[config.mk]
export PLATFORM = sky130hd
export DESIGN_NAME = mem_ctrl
export DESIGN_NICKNAME = d
export VERILOG_FILES = /design/src/rtl/mem_ctrl_pkg.sv /design/src/rtl/mem_ctrl.sv
export SDC_FILE = /design/constraint.sdc
export NUM_CORES = 1
export LEC_CHECK = 0
export CAP_MARGIN = 25
export CORE_MARGIN = 2
export CORE_UTILIZATION = 39
export DETAILED_ROUTE_END_ITERATION = 6
export SLEW_MARGIN = 25
export SYNTH_ARGS = -nofsm -noshare
export SYNTH_HDL_FRONTEND = slang
export SYNTH_SLANG_ARGS = --single-unit
export TNS_END_PERCENT = 100
[constraint.sdc]
create_clock -name clk -period 9.12 [get_ports clk]
set_input_delay 2.28 -clock clk [delete_from_list [all_inputs] [get_ports clk]]
set_output_delay 2.28 -clock clk [all_outputs]
set_load 0.02 [all_outputs]
[src/rtl/mem_ctrl_pkg.sv]
// Shared types for the byte-wide memory bus controller: bus direction levels,
// requester ids and sequencer states.
package mem_ctrl_pkg;

  typedef logic [31:0] addr_t;
  typedef logic [31:0] word_t;
  typedef logic [7:0]  byte_t;

  localparam logic READ_SIGNAL  = 1'b1;
  localparam logic WRITE_SIGNAL = 1'b0;

  typedef enum logic {
    SRC_IF = 1'b0,
    SRC_LS = 1'b1
  } src_e;

  typedef enum logic [1:0] {
    ST_IDLE = 2'd0,
    ST_RD   = 2'd1,
    ST_WR   = 2'd2,
    ST_DONE = 2'd3
  } state_e;

  // Index of the final beat; the illegal size code 2 behaves as a word.
  function automatic logic [1:0] size_to_last(input logic [1:0] size);
    return (size == 2'd2) ? 2'd3 : size;
  endfunction

endpackage

[src/rtl/mem_ctrl.sv]
// Byte-serial memory bus master arbitrating IF refills against LS accesses;
// assembles little-endian read words and serialises store bytes.
module mem_ctrl
  import mem_ctrl_pkg::*;
#(
  parameter int unsigned ADDR_W = 32,
  parameter int unsigned RD_LAT = 1
) (
  input  logic              clk,
  input  logic              rst,
  input  logic              rdy,
  input  logic              if_req,
  input  logic [ADDR_W-1:0] if_addr,
  output logic              if_done,
  output logic [31:0]       if_data,
  input  logic              ls_req,
  input  logic              ls_we,
  input  logic [1:0]        ls_size,
  input  logic [ADDR_W-1:0] ls_addr,
  input  logic [31:0]       ls_wdata,
  output logic              ls_done,
  output logic [31:0]       ls_rdata,
  input  logic [7:0]        mem_din,
  output logic [7:0]        mem_dout,
  output logic [ADDR_W-1:0] mem_a,
  output logic              mem_r_nw
);

  if (RD_LAT != 1) begin : g_rd_lat_check
    $error("mem_ctrl: only RD_LAT=1 is supported");
  end

  state_e            state_q, state_d;
  logic [1:0]        cnt_q, cnt_d;
  logic [1:0]        last_q, last_d;
  logic [ADDR_W-1:0] base_q, base_d;
  src_e              src_q, src_d;
  src_e              last_grant_q, last_grant_d;
  word_t             wdata_q, wdata_d;
  word_t             asm_q, asm_d;
  logic [ADDR_W-1:0] mem_a_q, mem_a_d;
  byte_t             mem_dout_q, mem_dout_d;
  logic              mem_r_nw_q, mem_r_nw_d;
  logic              if_done_q, if_done_d;
  logic              ls_done_q, ls_done_d;
  word_t             if_data_q, if_data_d;
  word_t             ls_rdata_q, ls_rdata_d;

  logic              grant_valid;
  src_e              grant_src;
  logic              grant_we;
  logic [1:0]        cnt_inc;

  // Round-robin only matters on a tie: the side not served last wins.
  always_comb begin
    grant_valid = if_req | ls_req;
    if (if_req && ls_req) begin
      grant_src = (last_grant_q == SRC_IF) ? SRC_LS : SRC_IF;
    end else if (if_req) begin
      grant_src = SRC_IF;
    end else begin
      grant_src = SRC_LS;
    end
    grant_we = (grant_src == SRC_LS) && ls_we;
    cnt_inc  = cnt_q + 2'd1;
  end

  always_ff @(posedge clk or posedge rst) begin
    if (rst) begin
      state_q      <= ST_IDLE;
      cnt_q        <= '0;
      last_q       <= '0;
      base_q       <= '0;
      src_q        <= SRC_IF;
      last_grant_q <= SRC_IF;
      wdata_q      <= '0;
      asm_q        <= '0;
      mem_a_q      <= '0;
      mem_dout_q   <= '0;
      mem_r_nw_q   <= READ_SIGNAL;
      if_done_q    <= 1'b0;
      ls_done_q    <= 1'b0;
      if_data_q    <= '0;
      ls_rdata_q   <= '0;
    end else if (rdy) begin
      state_q      <= state_d;
      cnt_q        <= cnt_d;
      last_q       <= last_d;
      base_q       <= base_d;
      src_q        <= src_d;
      last_grant_q <= last_grant_d;
      wdata_q      <= wdata_d;
      asm_q        <= asm_d;
      mem_a_q      <= mem_a_d;
      mem_dout_q   <= mem_dout_d;
      mem_r_nw_q   <= mem_r_nw_d;
      if_done_q    <= if_done_d;
      ls_done_q    <= ls_done_d;
      if_data_q    <= if_data_d;
      ls_rdata_q   <= ls_rdata_d;
    end
  end

  always_comb begin
    state_d = state_q;
    unique case (state_q)
      ST_IDLE: if (grant_valid) state_d = grant_we ? ST_WR : ST_RD;
      ST_RD:   if (cnt_q == last_q) state_d = ST_DONE;
      ST_WR:   if (cnt_q == last_q) state_d = ST_DONE;
      ST_DONE: state_d = ST_IDLE;
      default: state_d = ST_IDLE;
    endcase
  end

  always_comb begin
    cnt_d        = cnt_q;
    last_d       = last_q;
    base_d       = base_q;
    src_d        = src_q;
    last_grant_d = last_grant_q;
    wdata_d      = wdata_q;
    asm_d        = asm_q;
    mem_a_d      = mem_a_q;
    mem_dout_d   = mem_dout_q;
    mem_r_nw_d   = READ_SIGNAL;
    if_done_d    = 1'b0;
    ls_done_d    = 1'b0;
    if_data_d    = if_data_q;
    ls_rdata_d   = ls_rdata_q;
    unique case (state_q)
      ST_IDLE: begin
        if (grant_valid) begin
          base_d  = (grant_src == SRC_IF) ? if_addr : ls_addr;
          last_d  = (grant_src == SRC_IF) ? 2'd3 : size_to_last(ls_size);
          src_d   = grant_src;
          wdata_d = ls_wdata;
          mem_a_d = base_d;
          cnt_d   = '0;
          asm_d   = '0;
          if (grant_we) begin
            mem_dout_d = ls_wdata[7:0];
            mem_r_nw_d = WRITE_SIGNAL;
          end
        end
      end
      ST_RD: begin
        asm_d[{cnt_q, 3'b000} +: 8] = mem_din;
        if (cnt_q == last_q) begin
          if (src_q == SRC_IF) begin
            if_data_d = asm_d;
            if_done_d = 1'b1;
          end else begin
            ls_rdata_d = asm_d;
            ls_done_d  = 1'b1;
          end
        end else begin
          cnt_d   = cnt_inc;
          mem_a_d = base_q + ADDR_W'(cnt_inc);
        end
      end
      ST_WR: begin
        if (cnt_q == last_q) begin
          if (src_q == SRC_IF) if_done_d = 1'b1;
          else                 ls_done_d = 1'b1;
        end else begin
          cnt_d      = cnt_inc;
          mem_a_d    = base_q + ADDR_W'(cnt_inc);
          mem_dout_d = wdata_q[{cnt_inc, 3'b000} +: 8];
          mem_r_nw_d = WRITE_SIGNAL;
        end
      end
      ST_DONE: begin
        last_grant_d = src_q;
      end
      default: ;
    endcase
  end

  assign mem_a    = mem_a_q;
  assign mem_dout = mem_dout_q;
  assign mem_r_nw = mem_r_nw_q;
  assign if_done  = if_done_q;
  assign ls_done  = ls_done_q;
  assign if_data  = if_data_q;
  assign ls_rdata = ls_rdata_q;

endmodule

# --- After elaboration in Yosys (flattened, before gate mapping) ---
# Index checks and enable logic that the tools add are counted.
totals:
  regBits: 211
  output_inout_bits: 107
  word_cells: 81
classes:
  addsub: 3
  eq_ne: 10
  n_shift: 3
  n_mux: 33
  bitwise: 2
  n_reduce_logical: 15
op_table:
  columns: ["cell", "count"]
  rows:
  - ["$mux W32", 4]
  - ["$pmux W32 S2", 2]
  - ["$add A32 B2 Y32", 1]
  - ["$bwmux W32", 1]
  - ["$shift A8 B7 Y32 const A", 1]
  - ["$shiftx A32 B6 Y8", 1]
  - ["$shiftx A8 B7 Y32", 1]
  - ["$mux W8", 3]
  - ["$pmux W8 S2", 1]
  - ["$mux W2", 7]
  - ["$mux W1", 12]
  - ["$reduce_and A4 Y1", 3]
  - ["$reduce_and A3 Y1", 3]
  - ["$ne A2 B2 Y1 const B", 4]
  - ["$neg A5 Y7", 1]
  - ["$eq A2 B2 Y1 const B", 3]
  - ["$pmux W2 S3", 1]
  - ["$reduce_bool A2 Y1", 3]
  - ["$reduce_and A5 Y1", 1]
  - ["$pmux W2 S2", 1]
  - ["$add A2 B1 Y2 const B", 1]
  - ["$eq A2 B1 Y1 const B", 1]
  - ["$eq A2 B2 Y1", 1]
  - ["$logic_and A1 B1 Y1", 2]
  - ["7 further kinds", 7]

# --- Longest topological paths before layout ---
logic_depth:
  depth_word: 6
  mapped_depth: 10

# --- Least setup slack after synthesis ---
# No wires, ideal clock.
synth_timing:
  path_kind: "in2reg"
  start: "input port rdy"
  end: "register wdata_q[0]"
  setup_time_ns: 0.125
  arrival_ns: 3.633
  t_required_ns: 8.995
  slack_ns: 5.362
  stages: 6
  path_buffers: 3
  cell_sequence: "buf_2 -> o21a_1 -> nand2_1 -> buf_1 -> clkbuf_1 -> mux2_2"
synth_between:
  elab_chain_len: 1
synth_rtl:
  columns: ["element", "line_no", "text"]
  rows:
  - ["start, declared", "mem_ctrl.sv:11", "input logic rdy,"]
  - ["$reduce_and A3 Y1 (no line)", null, null]
  - ["end signal, assigned", "mem_ctrl.sv:92", "wdata_q <= wdata_d;"]
  - ["end, declared", "mem_ctrl.sv:39", "word_t wdata_q, wdata_d;"]
# No other way between the ends.
# A chain may end at the register's enable or synchronous reset.

# --- Worst setup path in the final report ---
layout_timing:
  start: "input port rdy"
  end: "register asm_q[1]"
layout_between:
  elab_chain_len: 1
layout_rtl:
  columns: ["element", "line_no", "text"]
  rows:
  - ["$reduce_and A3 Y1 (no line)", null, null]
  - ["end signal, assigned", "mem_ctrl.sv:93", "asm_q <= asm_d;"]
  - ["end, declared", "mem_ctrl.sv:40", "word_t asm_q, asm_d;"]
# No other way between the ends.

==> flow_metrics.py <==
metrics = {
    "logic_synthesis": {
        "async_flop_share": 1.00,
        "yosys_register_bits": 211,
        "synth_area_per_cell_um2": 10.7,
        "synthesis.instances": 925,
        "synth_fa_ha_area_frac": 0.0159,
        "synth-xor-area-share": 0.0159,
        "synth-warning-count": 0,
        "syn-cell-area_um2": 9910,
        "synth.area.mux_share": 0.117,
        "synth_edf_count": 0,
        "netlist-cell-type-count": 61,
        "postSynthNetCount": 1049,
        "synth-compound-area-share": 0.151,
        "yosysSeqAreaShare": 0.533,
        "most_instantiated_flip_flop_cell_in_the_synthesis_netlist": "dfrtp_1",
        "combinational_family_with_the_most_area_after_synthesis": "compound AO/OA/AOI/OAI gates",
        "synth-simple-area-share": 0.139,
    },
    "finish": {
        "layout.cells.most_common_list": "clkdlybuf4s50_1 (218), dfrtp_1 (210), nand2_1 (104), o21ai_0 (82), a21oi_1 (78)",
        "num_antenna_cells": 0,
        "post_route_cells_drive_above_1_share": 0.109,
        "layout.filler_cells": 2308,
        "layout.core_utilization": 0.524,
        "final_area_um2": 13100,
        "final_net_count": 1241,
        "final_common_cell": "clkdlybuf4s50_1",
        "area_growth_from_synthesis_to_final_layout_pct": 32.2,
    },
    "cts": {
        "cts_sinks": 211,
        "worst_setup_hold_path_clk_slew_ns": 0.06,
        "clock_path_buffers": 3,
        "post-cts-setup-buffers": 0,
        "post_cts_resized": 0,
        "clk_root_buf": "clkbuf_16",
        "hold_buffers": 0,
        "insertion_delay_ns": 0.51,
        "cts-buffers-inserted": 23,
        "cts_h_tree_lvls": 1,
        "tritoncts": "done",
    },
    "run_status": {
        "status": "completed",
    },
    "floorplanning": {
        "floorplan.die_area_um2": 26700,
        "floorplan.initialDensity": 0.396,
        "ioPinCount": 219,
        "core_area_um2": 25000,
        "die_x_um": 163,
        "die_height_um": 163,
        "std_cell_rows": 58,
    },
    "pwr": {
        "power-per-cell-area_nw_per_um2": 333,
        "power.leakage_nw": 5.55,
        "total_switching_power_mw": 1.66,
        "share_clk_of_total_power": 0.209,
        "seq_power_share": 0.358,
        "netSwitchingFraction": 0.380,
        "fin_total_pwr_mw": 4.36,
        "ir_worst_vdd_mv": 0.152,
        "power.share.combinational": 0.433,
        "p_int_mw": 2.70,
    },
    "drt": {
        "post_dr_wirelength_cell_um": 17.5,
        "routed_via_density": 5.26,
        "drc_errors": 0,
        "total_length_of_routed_wires_um": 25600,
        "drt_pass1_iterations": 5,
        "vias": 7694,
        "ant_nets": 0,
        "drt_iter0_markers": 494,
    },
    "sta": {
        "min_period_ns": 4.21,
        "tightest_slew_ns": 0.930,
        "slew_headroom": 0.375,
        "setup_total_negative_slack_ns": 0,
        "unrepaired_setup_endpoints_after_global_routing": "false",
        "final.period_utilization": 0.462,
        "clock.fmax_ghz": 0.237,
        "timing.clock.skew_ns": 0.0117,
        "final_hold_violations": 0,
        "max_slew_violation_count": 0,
        "whs_ns": 0.476,
        "final-setup-viol-count": 0,
    },
    "worst_hold_path": {
        "hp-start": "ls_rdata[4]",
        "hold_path.class": "reg2reg",
    },
    "placement": {
        "io_buffer_count": 218,
        "placed_instance_area_um2": 12400,
        "globalplace.congestion": 0.782,
        "dpl.hpwl_um": 17700,
    },
    "critical_path": {
        "critical_path_required_ns": 9.51,
        "critical_path.endpoint": "asm_q[1]",
        "critical_path.startpoint_type": "primary input",
        "timing.critical_path.fanout_max": 97,
        "r2r_setup_slack_ns": 5.07,
        "crit-reg2reg-launch": "cnt_q[0]",
        "setup.worst_path.start": "rdy",
        "timing.critical_path.to_type": "flip-flop",
        "timing.setup.critical_path_class": "in2reg",
        "worst-endpoint-arrival_ns": 4.60,
        "reg2reg_to": "mem_a[26]",
        "rr_worst_depth": 8,
    },
    "global_route": {
        "globalRouteTotalUtil": 0.192,
        "grt_first_pass_wirelength_um": 40900,
        "grt_antenna_before_repair": 1,
        "globalRouteOverflowTotal": 0,
        "grt_pass1_vias": 7471,
        "grt_start_max_net_pins": 148,
    },
    "flow_run": {
        "maxCapViolCount": 0,
    },
}
[worst min path at each step]
stage | endpoint | slack, ns | cells past startpoint
CTS | ls_rdata[4] | 0.48 | 2
global route | ls_rdata[4] | 0.50 | 2
finish | ls_rdata[4] | 0.48 | 2
global placement | ls_rdata[3] | 0.46 | 2
detailed placement | ls_rdata[4] | 0.47 | 2
floorplan | base_q[0] | 0.45 | 2
[critical path: stages]
cell             delay, ns
clkdlybuf4s50_1       0.66
o21a_1                0.32
nand2_8               0.37
nor2_1                0.46
a21oi_1               0.22
a22o_1                0.25
[final cells by class]
class	count	area, um^2	area share
Sequential cell	211	5280	0.403
Timing Repair Buffer	225	2230	0.170
Clock inverter	7	60.1	0.00458
Multi-Input combinational cell	645	4390	0.335
Inverter	11	53.8	0.00410
Tap cell	330	413	0.0315
Clock buffer	34	677	0.0516
[metrics by stage]
step | worst slack (ns) | instances
floorplan | 1.08 | 925
global placement | 4.09 | 1422
detailed placement | 4.08 | 1422
CTS | 4.60 | 1463
global route | 4.71 | 1463
finish | 4.91 | 1463
[metal layers]
metal,share of wire,wire (um),GRT usage
met5,0.00051,13,0
met4,0.031,802,0.0636
met1,0.46,11900,0.279
met2,0.45,11500,0.296
met3,0.056,1430,0.0287
[flip-flops by register name, indices dropped and copies added, names as in the netlist, 2 cells and up]
name,count
base_q,32
last_q,2
ls_rdata,32
cnt_q,2
state_q,2
mem_a,32
mem_dout,8
wdata_q,32
asm_q,32
if_data,32
[kinds of logic after synthesis]
kind of cell,after synthesis
simple gates,270
compound gates,246
flops,211
mux,99
buf+inv,69
xor+xnor,18
fa+ha+maj,12
[power by group through the flow]
stage                     combinational [mW]  sequential, mW  clock (mW)
after detailed placement                1.90            1.57           0
after global routing                    2.08            1.61       0.966
after global placement                  1.88            1.56           0
after floorplan                         1.04            1.70           0
final                                   1.89            1.56       0.912
after CTS                               1.91            1.56       0.933
[Yosys cell counts, types with 15 or more instances]
master	number	area share
clkbuf_1	31	0.012
buf_1	15	0.0057
dfrtp_1	210	0.53
o21ai_0	82	0.041
nor2b_1	34	0.021
a22o_1	40	0.035
a21oi_1	78	0.039
mux2i_1	37	0.037
mux2_2	53	0.060
nand2_1	105	0.040
nor2_1	44	0.017
nor3_1	16	0.0081
Power figures use the tool's default switching activity.
